$ cat src/rtl/exmple_rr_sched.sv
// rtl/exmple_rr_sched.sv - round-robin scheduler sharing one add datapath between NREQ requesters
module exmple_rr_sched #(
  parameter int NREQ  = 4,
  parameter int DSIZE = 8,
  parameter int LAT   = 1,
  parameter int IDW   = $clog2(NREQ)
) (
  input  logic              clock,
  input  logic              rst_n,
  input  logic [NREQ-1:0]   req_vld,
  input  logic [NREQ*8-1:0] req_pdata,
  input  logic [NREQ-1:0]   req_sdata,
  output logic [NREQ-1:0]   req_rdy,
  output logic [7:0]        dp_inpdata,
  output logic              dp_insdata,
  output logic              dp_start,
  input  logic [DSIZE-1:0]  dp_ldata,
  output logic              rsp_vld,
  input  logic              rsp_rdy,
  output logic [IDW-1:0]    rsp_id,
  output logic [DSIZE-1:0]  rsp_data,
  output logic              busy
);

  typedef enum logic [1:0] {IDLE, ISSUE, WAIT, RESP} state_t;

  state_t              state_q, state_d;
  logic [IDW-1:0]      ptr_q;
  logic [3:0]          cnt_q;
  logic [2*NREQ-1:0]   vld_dbl;
  logic [NREQ-1:0]     vld_rot;
  logic [IDW:0]        sum;
  logic                win_vld;
  logic [IDW-1:0]      win_idx;
  logic                accept;

  // Rotate the request vector so bit 0 is the requester at ptr; first set bit wins.
  always_comb begin
    vld_dbl = {req_vld, req_vld} >> ptr_q;
    vld_rot = vld_dbl[NREQ-1:0];
    win_vld = 1'b0;
    win_idx = '0;
    sum     = '0;
    for (int k = 0; k < NREQ; k++) begin
      if (!win_vld && vld_rot[k]) begin
        win_vld = 1'b1;
        sum     = {1'b0, ptr_q} + (IDW+1)'(k);
        if (sum >= (IDW+1)'(NREQ)) sum = sum - (IDW+1)'(NREQ);
        win_idx = sum[IDW-1:0];
      end
    end
  end

  always_comb begin
    state_d  = state_q;
    req_rdy  = '0;
    dp_start = 1'b0;
    rsp_vld  = 1'b0;
    accept   = 1'b0;
    busy     = (state_q != IDLE);
    case (state_q)
      IDLE: begin
        if (win_vld && rst_n) begin
          req_rdy[win_idx] = 1'b1;
          accept           = 1'b1;
          state_d          = ISSUE;
        end
      end
      ISSUE: begin
        dp_start = 1'b1;
        state_d  = WAIT;
      end
      WAIT: begin
        if (cnt_q == 4'd0) state_d = RESP;
      end
      RESP: begin
        rsp_vld = 1'b1;
        if (rsp_rdy) state_d = IDLE;
      end
      default: state_d = IDLE;
    endcase
  end

  always_ff @(posedge clock or negedge rst_n) begin
    if (!rst_n) begin
      state_q    <= IDLE;
      ptr_q      <= '0;
      cnt_q      <= '0;
      dp_inpdata <= '0;
      dp_insdata <= 1'b0;
      rsp_id     <= '0;
      rsp_data   <= '0;
    end else begin
      state_q <= state_d;
      if (accept) begin
        dp_inpdata <= req_pdata[8*win_idx +: 8];
        dp_insdata <= req_sdata[win_idx];
        rsp_id     <= win_idx;
        ptr_q      <= (win_idx == IDW'(NREQ-1)) ? '0 : win_idx + 1'b1;
      end
      if (state_q == ISSUE) cnt_q <= 4'(LAT-1);
      // The last WAIT cycle is the one where dp_ldata is guaranteed valid.
      if (state_q == WAIT) begin
        if (cnt_q != 4'd0) cnt_q <= cnt_q - 4'd1;
        else               rsp_data <= dp_ldata;
      end
    end
  end

endmodule

$ cat config.mk
export PLATFORM = sky130hd
export DESIGN_NAME = exmple_rr_sched
export DESIGN_NICKNAME = d
export VERILOG_FILES = /design/src/rtl/exmple_rr_sched.sv
export SDC_FILE = /design/constraint.sdc
export NUM_CORES = 1
export LEC_CHECK = 0
export CAP_MARGIN = 20
export CORE_ASPECT_RATIO = 1.5
export CORE_UTILIZATION = 44
export CTS_CLUSTER_SIZE = 12
export DETAILED_ROUTE_END_ITERATION = 8
export GPL_ROUTABILITY_DRIVEN = 0
export PLACE_DENSITY = 0.95
export SETUP_SLACK_MARGIN = 0.3
export SLEW_MARGIN = 20
export SYNTH_ARGS = -nofsm -noshare
export SYNTH_HDL_FRONTEND = slang
export SYNTH_SLANG_ARGS = --single-unit
export TNS_END_PERCENT = 50
$ cat constraint.sdc
create_clock -name clock -period 5.15 [get_ports clock]
set_input_delay 0.515 -clock clock [delete_from_list [all_inputs] [get_ports clock]]
set_output_delay 0.515 -clock clock [all_outputs]
set_load 0.05 [all_outputs]
Word level (Yosys, flattened, before mapping)

Index checks and enable logic that the tools add are counted.
Widths: inputs -> output; s select.

$add $sub $neg: 9
Magnitude comparators: 6
Equality and inequality tests: 7
Shifts and indexed selects: 2
Muxes and demuxes: 30
Bitwise operators: 1
Reduce and logical (&&, ||, !) cells: 14

Operators by type and width:

| cell                | count |
|---|---|
| $shiftx 32x6->8     | 1 |
| $mux 2              | 12 |
| $mux 4              | 5 |
| $mux 1              | 10 |
| $ge 3x3->1 const B  | 3 |
| $pmux 2 s4          | 1 |
| $shr 8x2->4         | 1 |
| $sub 2x1->2 const B | 4 |
| $add 2x2->3 const B | 2 |
| $eq 2x2->1 const B  | 3 |
| $ne 2x2->1 const B  | 3 |
| $logic_and 1x1->1   | 5 |
| $logic_not 4->1     | 1 |
| $reduce_bool 4->1   | 1 |
| $sub 4x1->4 const B | 1 |
| $add 2x1->3 const B | 1 |
| $ge 2x3->1 const B  | 1 |
| $logic_not 1->1     | 3 |
| $lt 2x3->1 const B  | 1 |
| $reduce_and 3->1    | 1 |
| $add 2x1->2 const B | 1 |
| $bmux 1 s2          | 1 |
| $demux 1 s2         | 1 |
| $eq 2x1->1 const B  | 1 |
| 5 further kinds     | 5 |

Register bits: 27
Output and inout port bits: 26

Logic depth before layout (Yosys ltp)

Depth after elaboration: 17
Mapped depth: 9
Mapped depth without buffers: 7

Least setup slack after synthesis

OpenSTA, ideal clock, no wires.

Path kind: input to output
From: in req_vld[0]
To: out req_rdy[0]
Arrival: 2293 ps
Data required time: 4635 ps
Setup slack: 2342 ps
Stages on the path: 6
Buffers on the path: 1
Cell sequence: a21oi_1 -> o21a_1 -> o22ai_1 -> inv_1 -> buf_6 -> nor3_1

Longest elaborated chain between the ends: 17
Elaborated cells between the ends (all ways): 23
Those cells by class: order compare: 2; shift: 1; mux: 12; reduce/logical: 8

Ends and longest elaborated chain:

| item                                                           | line | text |
|---|---|---|
| start: declaration                                             | 10   | `input logic [NREQ-1:0] req_vld,` |
| $shr 8x2->4 *                                                  | 39   | `vld_dbl = {req_vld, req_vld} >> ptr_q;` |
| $mux 1                                                         | 45   | `if (!win_vld && vld_rot[k]) begin` |
| $logic_not 1->1                                                | 45   |  |
| $logic_and 1x1->1                                              | 45   |  |
| $mux 1                                                         | 45   |  |
| $logic_not 1->1                                                | 45   |  |
| $logic_and 1x1->1                                              | 45   |  |
| $mux 1                                                         | 45   |  |
| $logic_not 1->1                                                | 45   |  |
| $logic_and 1x1->1                                              | 45   |  |
| $mux 2                                                         | 45   |  |
| $lt 2x3->1 (not written as such) or $ge 2x1->1 (tied branches) | 64   | `req_rdy[win_idx] = 1'b1;` |
| $logic_and 1x1->1 (not written as such)                        | 64   |  |
| $mux 1 (not written as such)                                   | 64   |  |
| $demux 1 s2                                                    | 64   |  |
| $mux 4 *                                                       | 63   | `if (win_vld && rst_n) begin` |
| $mux 4 *                                                       | 61   | `case (state_q)` |
| end: declaration                                               | 13   | `output logic [NREQ-1:0] req_rdy,` |

Every way passes the cells marked *; elsewhere a longest branch is shown, timed or not.

Worst setup path after layout

From: in req_vld[0]
To: out req_rdy[3]

Same word-level chain as after synthesis.

==> summary.txt <==
Num ports: 77
Layout cells sized above 1: 0.07930
Endpoints failing hold: 0
Final ANT Viol Nets: 0
Die width: 51.74 µm
Top post-synthesis cells by count: dfrtp_1 (27), mux2i_1 (21), nor3_1 (20)
Drt drc: 0
Sink Count: 27
Pre-antenna DRT Iters: 4
Worst Skew: 0.002270 ns
Vias per inst: 5.368
Avg Inst Size Synth: 10.67 µm²
Setup violations, final: 0
Crit path largest cell delay: 0.89 ns
CTS Buffer Depth: 2
Post-CTS Setup Inserts: 0
Ant. Diodes: 0
Family with the most delay on the worst path: buffers and inverters
Critical path start-end classification: input port to output port
Dpl hpwl: 2.950 mm
Total chip power: 0.001361 W
Number of vias after detailed routing: 1444
Drt initial violations: 15
Final hold slack: 0.4935 ns
Clk Latency, worst-skew pair: 0.27 ns
Slowest cell on crit path: a221o_1
Final min period: 3.927 ns
Port bufs: 76
Yosys top cell area share: 0.4138
CP most frequent cell: clkdlybuf4s50_1
Gr usage total: 0.2011
Pin count of the biggest net entering global routing: 35
Die height: 76.61 µm
Mapped Nets: 210
Synth async-reset ratio: 1.000
Overall routed net length: 3.913 mm
Synth Flop Type: dfrtp_1
CTS tree: yes
Bufs and invs on worst path: 3
Site row count: 26
Setup Slack @ Placement: 1.247 ns
Initial Util: 0.4691
Post-route setup slack: 1.223 ns
Synth warn: 0
Max Freq: 0.2547 GHz
Status: completed
Initial antenna violation count: 0
Final worst-path cycle share: 0.7624
Maximum Capacitance Violations: 0
CTS resizes: 0
Unrepaired setup endpoints after global routing: no
Hold buffer count at cts: 0
Tightest Pin Transition: 1.084 ns
First-pass GRT wire length: 6.147 mm
Area growth from synthesis to layout: 47.36%
P per Cell Area: 565.7 nW/µm²
Vias in the first global route: 1373
Sequential share of the synthesized area: 0.4138
Htree depth: 1
Post-synthesis cell count: 153
Count of flip-flops with a built-in enable after synthesis: 0
CP Cell Sequence: clkdlybuf4s50_1 > nor3b_1 > a221o_1 > inv_1 > ha_1 > and2_1 > clkdlybuf4s50_1
CP max FO: 19
CTS Root Buffer Type: clkbuf_8
Core Region: 3481 µm²
Drt wl/cell: 14.55 µm
Overflow after GRT: 0
Slew Viols, Final: 0
CTS buffer count: 3
#FFs+latches synth: 27
Cell Area, Synth: 1633 µm²
Leading area contributor after synthesis: dfrtp_1
Core Util, Final: 0.6912
Final nets: 285
Setup TNS Final: 0 ns
Worst Hold Class: register to register
Clk slew on worst S/H paths: 0.09 ns
Slew headroom: 0.2769
Peak supply drop: 0.3895 mV
Setup crit start kind: input port
Worst setup EP type: output port
Total die area: 3964 µm²
Synth top area cells: dfrtp_1 (41%), mux2i_1 (13%), mux2_2 (6.2%), nor3_1 (6.1%), a211o_1 (4.8%)
Req. time, crit path: 4.64 ns
Static Leak: 1.091 nW
Worst Path Arrival: 3.41 ns
Yosys cell types: 33
Top-count cell post-synth: dfrtp_1
-- flip-flops by register name, summed over array words and instances (netlist names) --
| name | cells |
|---|---|
| dp_inpdata | 8 |
| state_q | 2 |
| dp_insdata | 1 |
| cnt_q | 4 |
| rsp_data | 8 |
| rsp_id | 2 |
| ptr_q | 2 |
-- stage by stage --
| step | instance area [µm²] | cells |
|---|---|---|
| 3_3_place_gp | 2357 | 265 |
| 3_5_place_dp | 2357 | 265 |
| 6_report | 2406 | 269 |
| 2_1_floorplan | 1633 | 153 |
| 4_1_cts | 2406 | 269 |
| 5_1_grt | 2406 | 269 |
-- metal layers --
metal | global-route usage | share of wire | up-vias
met1 | 0.2372 | 0.41 | 680
met5 | 0 | 0 | -
met2 | 0.3481 | 0.51 | 57
met4 | 0.07027 | 0.015 | 0
li1 | - | - | 701
met3 | 0.04192 | 0.066 | 6
-- power by group --
part / switching (W) / internal (W) / leakage (nW) / total, W
clock: 0.0000676 / 0.0000549 / 0.0217 / 0.000123
sequential: 0.0000543 / 0.000301 / 0.334 / 0.000356
combinational: 0.000537 / 0.000346 / 0.735 / 0.000883
-- cells by family (layout without fill, tap and decap cells) --
| family | Yosys count | after routing | share of synthesized area |
|---|---|---|---|
| and+or+nand+nor | 46 | 46 | 0.1487 |
| buffers and inverters | 18 | 92 | 0.08659 |
| DFF | 27 | 27 | 0.4138 |
| adders and majority gates | 6 | 6 | 0.04598 |
| AOI/OAI and AO/OA | 26 | 26 | 0.1142 |
| muxes | 30 | 30 | 0.1908 |
-- layout make-up --
cell class | count | area (µm²)
well taps | 42 | 52.55
clock buffers | 3 | 41.29
multi-input cells | 108 | 815.8
repair buffers | 78 | 775.7
flip-flops and latches | 27 | 675.6
inverters | 10 | 37.54
clock inverters | 1 | 7.507
fillers | 272 | 1075
-- final timing paths --
path / start / end / slack (ns) / depth (start not counted)
setup / recovery: req_vld[0] / req_rdy[3] / 1.22 / 7
setup reg to reg: ptr_q[1] / dp_inpdata[1] / 2.73 / 5
hold reg to reg: dp_inpdata[4] / dp_inpdata[4] / 0.49 / 1
max in group asynchronous: rst_n / dp_insdata / 4.27 / 2
hold / removal: dp_inpdata[4] / dp_inpdata[4] / 0.49 / 1
min in group asynchronous: rst_n / state_q[0] / 0.61 / 2
-- layout by cell type (no fill, tap or decap), types with 2 or more instances in the layout --
master / n
inv_1: 10
a211o_1: 9
o21ai_0: 7
nor3_1: 20
nor2_1: 3
buf_4: 2
nand3b_1: 2
clkbuf_8: 3
nand2_1: 12
dfrtp_1: 27
mux2_2: 9
a21oi_1: 3
ha_1: 6
clkdlybuf4s50_1: 76
mux2i_1: 21
No activity file was read; power rests on OpenSTA's default activity.
